## src/rtl/ysyx_220053_wb_arbiter.sv

```systemverilog
// Register-file write-port arbiter: LSU load results vs. FIFO-buffered ALU results, registered output stage.
// Optional forwarding lookup over buffered/in-flight writes is enabled by defining YSYX_220053_WB_FWD_EN.
module ysyx_220053_wb_arbiter #(
  parameter int ADDR_W = 5,
  parameter int DATA_W = 64,
  parameter int DEPTH  = 2
) (
  input  logic                     clk,
  input  logic                     rst_n,
  input  logic                     alu_valid,
  output logic                     alu_ready,
  input  logic [ADDR_W-1:0]        alu_rd,
  input  logic [DATA_W-1:0]        alu_data,
  input  logic                     lsu_valid,
  output logic                     lsu_ready,
  input  logic [ADDR_W-1:0]        lsu_rd,
  input  logic [DATA_W-1:0]        lsu_data,
  output logic                     rf_wen,
  output logic [ADDR_W-1:0]        rf_waddr,
  output logic [DATA_W-1:0]        rf_wdata,
  output logic                     pending,
  output logic [$clog2(DEPTH):0]   fifo_cnt
`ifdef YSYX_220053_WB_FWD_EN
  ,
  input  logic [ADDR_W-1:0]        fwd_rs,
  output logic                     fwd_hit,
  output logic [DATA_W-1:0]        fwd_data
`endif
);

  localparam int PW = $clog2(DEPTH);
  localparam int CW = PW + 1;

  logic [ADDR_W-1:0] rd_mem_q   [DEPTH];
  logic [DATA_W-1:0] data_mem_q [DEPTH];

  logic [PW-1:0]     wr_ptr_q, wr_ptr_d, rd_ptr_q, rd_ptr_d;
  logic [CW-1:0]     cnt_q, cnt_d;
  logic              wen_q, wen_d;
  logic [ADDR_W-1:0] waddr_q, waddr_d;
  logic [DATA_W-1:0] wdata_q, wdata_d;

  logic              full, empty, push, pop, sel_vld;
  logic [ADDR_W-1:0] sel_rd;
  logic [DATA_W-1:0] sel_data;

  assign full      = (cnt_q == CW'(DEPTH));
  assign empty     = (cnt_q == '0);
  assign alu_ready = !full;
  assign push      = alu_valid && alu_ready;

  // LSU wins unless the FIFO is full; a full FIFO retires its head so the ALU never deadlocks.
  always_comb begin
    lsu_ready = 1'b0;
    pop       = 1'b0;
    sel_vld   = 1'b0;
    sel_rd    = rd_mem_q[rd_ptr_q];
    sel_data  = data_mem_q[rd_ptr_q];
    if (lsu_valid && !full) begin
      lsu_ready = 1'b1;
      sel_vld   = 1'b1;
      sel_rd    = lsu_rd;
      sel_data  = lsu_data;
    end else if (!empty) begin
      pop     = 1'b1;
      sel_vld = 1'b1;
    end
  end

  always_comb begin
    wr_ptr_d = wr_ptr_q + PW'(push);
    rd_ptr_d = rd_ptr_q + PW'(pop);
    cnt_d    = cnt_q + CW'(push) - CW'(pop);
    // x0 writes still consume their slot but never raise the enable.
    wen_d    = sel_vld && (sel_rd != '0);
    waddr_d  = sel_vld ? sel_rd   : waddr_q;
    wdata_d  = sel_vld ? sel_data : wdata_q;
  end

  always_ff @(posedge clk or negedge rst_n) begin
    if (!rst_n) begin
      wr_ptr_q <= '0;
      rd_ptr_q <= '0;
      cnt_q    <= '0;
      wen_q    <= 1'b0;
      waddr_q  <= '0;
      wdata_q  <= '0;
    end else begin
      wr_ptr_q <= wr_ptr_d;
      rd_ptr_q <= rd_ptr_d;
      cnt_q    <= cnt_d;
      wen_q    <= wen_d;
      waddr_q  <= waddr_d;
      wdata_q  <= wdata_d;
    end
  end

  always_ff @(posedge clk) begin
    if (push) begin
      rd_mem_q[wr_ptr_q]   <= alu_rd;
      data_mem_q[wr_ptr_q] <= alu_data;
    end
  end

  assign rf_wen   = wen_q;
  assign rf_waddr = waddr_q;
  assign rf_wdata = wdata_q;
  assign fifo_cnt = cnt_q;
  assign pending  = !empty || wen_q;

`ifdef YSYX_220053_WB_FWD_EN
  // Lowest priority first so later (newer) matches override earlier ones.
  always_comb begin
    fwd_hit  = 1'b0;
    fwd_data = '0;
    if (fwd_rs != '0) begin
      if (wen_q && (waddr_q == fwd_rs)) begin
        fwd_hit  = 1'b1;
        fwd_data = wdata_q;
      end
      for (int i = 0; i < DEPTH; i++) begin
        if ((CW'(i) < cnt_q) && (rd_mem_q[rd_ptr_q + PW'(i)] == fwd_rs)) begin
          fwd_hit  = 1'b1;
          fwd_data = data_mem_q[rd_ptr_q + PW'(i)];
        end
      end
    end
  end
`endif

endmodule

```

## config.mk

```make
export PLATFORM = sky130hd
export DESIGN_NAME = ysyx_220053_wb_arbiter
export DESIGN_NICKNAME = d
export VERILOG_FILES = /design/src/rtl/ysyx_220053_wb_arbiter.sv
export SDC_FILE = /design/constraint.sdc
export NUM_CORES = 1
export LEC_CHECK = 0
export BUFFER_PORTS_ARGS = -buffer_cell sky130_fd_sc_hd__buf_2
export CAP_MARGIN = 15
export CORE_UTILIZATION = 54
export DETAILED_ROUTE_END_ITERATION = 10
export GPL_TIMING_DRIVEN = 0
export PLACE_DENSITY = 0.91
export SLEW_MARGIN = 25
export SYNTH_ARGS = -nofsm -noshare
export SYNTH_HDL_FRONTEND = slang
export SYNTH_SLANG_ARGS = --single-unit
```

## constraint.sdc

```tcl
create_clock -name clk -period 3.6 [get_ports clk]
set_clock_uncertainty 0.1 [all_clocks]
set_input_delay 0.54 -clock clk [delete_from_list [all_inputs] [get_ports clk]]
set_output_delay 0.54 -clock clk [all_outputs]
set_load 0.05 [all_outputs]
```

Word level (Yosys, flattened, before mapping)
Memory sizes are Yosys's and may differ from the RTL's.
Index checks and enable logic that the tools add are counted.
Widths: inputs -> output; s select.

cells by class
  bitwise logic cells = 0
  magnitude comparators = 0
  shift operators = 0
  equal/unequal tests = 1
  multiplexer cells = 8
  $mul = 0
  $add $sub $neg = 4
  div/mod/pow operators = 0
  reductions and logical operators = 8

operators with widths
  cell                number
  $mux 64             1
  $mux 1              6
  $mux 5              1
  $reduce_bool 5->1   1
  $logic_and 1x1->1   3
  $add 1x1->1         2
  $add 2x1->2         1
  $eq 2x2->1 const B  1
  $logic_not 1->1     2
  $logic_not 2->1     1
  $sub 2x1->2         1
  $logic_or 1x1->1    1

word-level totals
  input port bits = 142
  bits in read-only memories = 0
  register bits after elaboration = 74
  word-level logic and storage cells = 29
  bits in latches = 0
  RAM bits = 138
  memories = 2
  output and inout port bits = 75

memory list
  name        words  width  rd ports  clocked after Yosys merged registers in  write ports  line  text
  data_mem_q  2      64     1         0                                        1            35    logic [DATA_W-1:0] data_mem_q [DEPTH];
  rd_mem_q    2      5      1         0                                        1            34    logic [ADDR_W-1:0] rd_mem_q [DEPTH];

Longest topological paths before layout
  depth after elaboration = 6
  gate-level depth with buffers = 10
  gate-level depth less buffers = 7

Worst setup path after synthesis
No wires, ideal clock.

  path type = flip-flop to flip-flop
  from = reg cnt_q[0], in the netlist fifo_cnt[0]
  to = mem data_mem_q[1][0] (enable)
  path buffers = 2
  clock period less this slack = 3,762 ps
  data required time = 3,065 ps
  setup slack = -162 ps
  data arrival time = 3,227 ps
  library setup time = 435 ps
  cell stages (with the launch flop) = 7
  cell sequence = dfrtp_1 nand2b_1 buf_6 buf_2 nand2_1 inv_1 ha_1

on the way
  longest elaborated chain between the ends = 5

RTL lines
  element                       line  text
  from (decl)                   38    logic [CW-1:0] cnt_q, cnt_d;
  from (signal assigned)        91    cnt_q <= cnt_d;
  $eq 2x2->1                    47    assign full = (cnt_q == CW'(DEPTH));
  $logic_not 1->1               49    assign alu_ready = !full;
  via alu_ready                 11    output logic alu_ready,
  $logic_and 1x1->1             50    assign push = alu_valid && alu_ready;
  $mux 1                        99    if (push) begin
  $mux 1 (not written as such)  101   data_mem_q[wr_ptr_q] <= alu_data;
  to (decl)                     35

The timed path passes the listed nets, and every way through them passes these cells.

Final worst setup path
  from = reg cnt_q[0], in the netlist fifo_cnt[0]
  to = mem rd_mem_q[1][3] (enable)

on the way
  longest elaborated chain between the ends = 5

RTL lines
  element                       line  text
  $eq 2x2->1                    47
  $logic_not 1->1               49
  $logic_and 1x1->1             50
  $mux 1                        99
  $mux 1 (not written as such)  100   rd_mem_q[wr_ptr_q] <= alu_rd;
  to (decl)                     34

No other way between the ends.

==> metrics.md <==
| Metric | Value |
|---|---|
| Post-synth EDFFs | between 100 and 150 |
| Pwr Total | roughly 11 mW |
| CP Cell Sequence | nand2b_1, buf_6, buf_2, nand2_1, inv_1, ha_4, buf_16 |
| Initial antenna violation count | 3 |
| Status | finished, final reports clean |
| Fill cells | between 1,000 and 1,500 |
| Clock sinks | between 200 and 250 |
| Net Count, Synth | 844 |
| CTS Buffer Depth | 3 |
| Buf/Inv on CP | 4 |
| Slew headroom | 0.553 |
| RSZ-0062 raised after global routing | false |
| Die height | approximately 130 um |
| Top Family by Delay on Critical Path | buffers and inverters |
| Final instance area | 0.0115 mm2 |
| # port buffers | around 220 |
| Post-route DRC | 0 |
| Post-DP Area | about 0.011 mm2 |
| Largest net degree at the start of global routing | 48 |
| Synth Instances | ~700 |
| Max H-tree Level | 1 |
| Startpoint Class | flip-flop |
| All-Layer GR Usage | 0.271 |
| Number of cell rows | 47 |
| Gr ovfl total | 0 |
| Clk root buf | clkbuf_16 |
| Number of global-route vias before repair | between 7,000 and 8,000 |
| Via Count | slightly below 7,000 |
| Fin crit period | approximately 2.6 ns |
| PwrDens | between 900 and 1000 mW/mm2 |
| Share of async-settable or async-resettable flops after synthesis | 0.349 |
| WL final | 24,000 um |
| CTS buffer count | 22 |
| Least-Margin Pin Slew | ~0.67 ns |
| Final setup vio count | 0 |
| Cell variety after synth | 27 |
| Minimum hold slack | around 0.13 ns |
| Global-route wire length before repair | 36,900 um |
| IO Pins | around 220 |
| Routed Antenna Nets | 0 |
| Core Area | between 0.015 and 0.02 mm2 |
| Die Width | around 130 um |
| Pleak | between 4 and 5 nW |
| WL/cell | a little over 20 um |
| P&R area growth vs syn | 23.8% |
| Nets | between 1,000 and 1,500 |
| Commonest non-fill, non-tap cell in the layout | buf_2 |
| Register clock-pin slew on the reported worst setup and hold paths | around 0.06 ns |
| Final Max Tran Viols | 0 |
| Clock Latency Late Sink | around 0.49 ns |
| Largest stage delay on the critical path | 0.48 ns |
| Crit path max fanout | 43 |
| Setup_tns | 0 ns |
| Iter 0 DRT Violations | around 630 |
| Synthesized area | between 0.009 and 0.01 mm2 |
| Cell type of the slowest stage on the worst timing path | dfrtp_1 |
| Sequential area share after synthesis | 0.648 |
| Mean Syn Cell Area | between 10 and 15 um2 |
| Final core occ | 0.689 |
| Fmax | 387 MHz |
| Worst setup EP type | flip-flop |
| Place WS | approximately 1.0 ns |
| Initial DRT Pass Iterations | 5 |
| Final period util | 0.717 |
| Commonest non-fill, non-tap cells in the layout | 232 x buf_2, 138 x edfxtp_1, 74 x dfrtp_1 |
| Crit path DAT | approximately 2.7 ns |
| Yosys warning count | 0 |
| Final non-filler cell total | approximately 1,200 |
| Yosys reg bits | between 200 and 250 |
| Main flop type after synthesis | edfxtp_1 |
| Final HPWL DP | between 15,000 and 20,000 um |
| Max-cap violations | 0 |
| Share of post-route cells with drive strength above 1 | 0.362 |
| CTS tree | built |
| VDD IR max | around 0.63 mV |
| Routability-driven placement congestion ratio | about 0.80 |
| Starting density of the core | 0.556 |
| Final hold viol count | 0 |
| Req. time, crit path | roughly 3.7 ns |
| Die footprint | roughly 0.018 mm2 |
| Dpl cells | roughly 1,100 |
| Hold Path Class | input pin to flip-flop |
| CP Class | flip-flop to flip-flop |
| Vias per inst | between 5 and 6 |
| Final setup margin | 1.02 ns |
synth_stat cells (2+ instances only):
cell type  number  area [um2]
o21ai_0        69         345
and3_1          2        12.5
buf_6          10         113
ha_1            4        50.1
o22ai_1        64         400
clkbuf_1       20        75.1
buf_1           3        11.3
edfxtp_1      138        4140
nor2_1          3        11.3
mux2_2         64         721
nand2_1         6        22.5
a21oi_1        73         365
buf_4           4        30.0
nand2b_1       65         407
inv_1           4        15.0
buf_2          17        85.1
mux2i_1         5        50.1
xnor2_1         2        17.5
o21a_1         64         480
dfrtp_1        74        1850
worst register-to-register path: stages, from the launching register on:
cell      delay (ns)
dfrtp_1         0.48
nand2b_1        0.18
buf_6           0.16
buf_2           0.24
nand2_1         0.13
inv_1           0.17
ha_4            0.45
buf_16          0.31
routing by layer:
| metal | routed length (um) | vias to the layer above | share of wire | global-route usage |
|---|---|---|---|---|
| met5 | 11 | - | 0.00046 | 0 |
| met4 | 866 | 2 | 0.036 | 0.125 |
| met3 | 1860 | 77 | 0.077 | 0.0467 |
| met2 | 12100 | 373 | 0.50 | 0.473 |
| met1 | 9150 | 3370 | 0.38 | 0.329 |
| li1 | - | 3133 | - | - |
worst paths after layout:
kind                              startpoint                 to  slack, ns  cells past startpoint
worst min-delay path            alu_data[30]  data_mem_q[1][30]       0.13                      1
max in group asynchronous              rst_n       rf_wdata[33]       2.32                      3
worst max-delay path             fifo_cnt[0]     rd_mem_q[1][3]       1.02                      7
min in group asynchronous              rst_n       rf_wdata[11]       0.44                      2
worst max register to register   fifo_cnt[0]     rd_mem_q[1][3]       1.02                      7
worst min register to register   rf_waddr[3]        rf_waddr[3]       0.37                      2
layout make-up:
class / count / area [um2] / area share
timing repair buffer: 220 / 1180 / 0.103
clock inverter: 9 / 103 / 0.00895
multi-input combinational: 428 / 2960 / 0.258
buffer: 54 / 314 / 0.0274
sequential: 212 / 6000 / 0.523
antenna: 1 / 2.50 / 0.000218
tap: 220 / 275 / 0.0240
inverter: 4 / 15.0 / 0.00131
clock buffer: 31 / 626 / 0.0546
sequential cells by signal, summed over array words and instances, names as in the netlist:
register	flops
data_mem_q	128
fifo_cnt	2
rd_mem_q	10
rd_ptr_q	1
rf_waddr	5
rf_wdata	64
rf_wen	1
wr_ptr_q	1
timing repair:
action                                  CTS  global route
hold buffers                              1             0
endpoints found under the hold margin    27             0
gates resized for setup                   0             0
endpoints found under the setup margin    0             0
setup buffers                             0             0
power by group:
part	leakage (nW)	internal [mW]	switching (mW)
logic	1.98	1.49	3.43
clock network	0.356	1.36	0.906
registers	2.12	3.46	0.332
total	4.45	6.31	4.67
kinds of logic after synthesis:
group           after synthesis  share of synthesized area
compound gates              271                      0.173
flops                       212                      0.648
simple gates                 81                     0.0522
mux                          69                     0.0833
buf+inv                      58                     0.0356
fa+ha+maj                     4                    0.00541
xor+xnor                      3                    0.00284
Power figures use the tool's default switching activity.
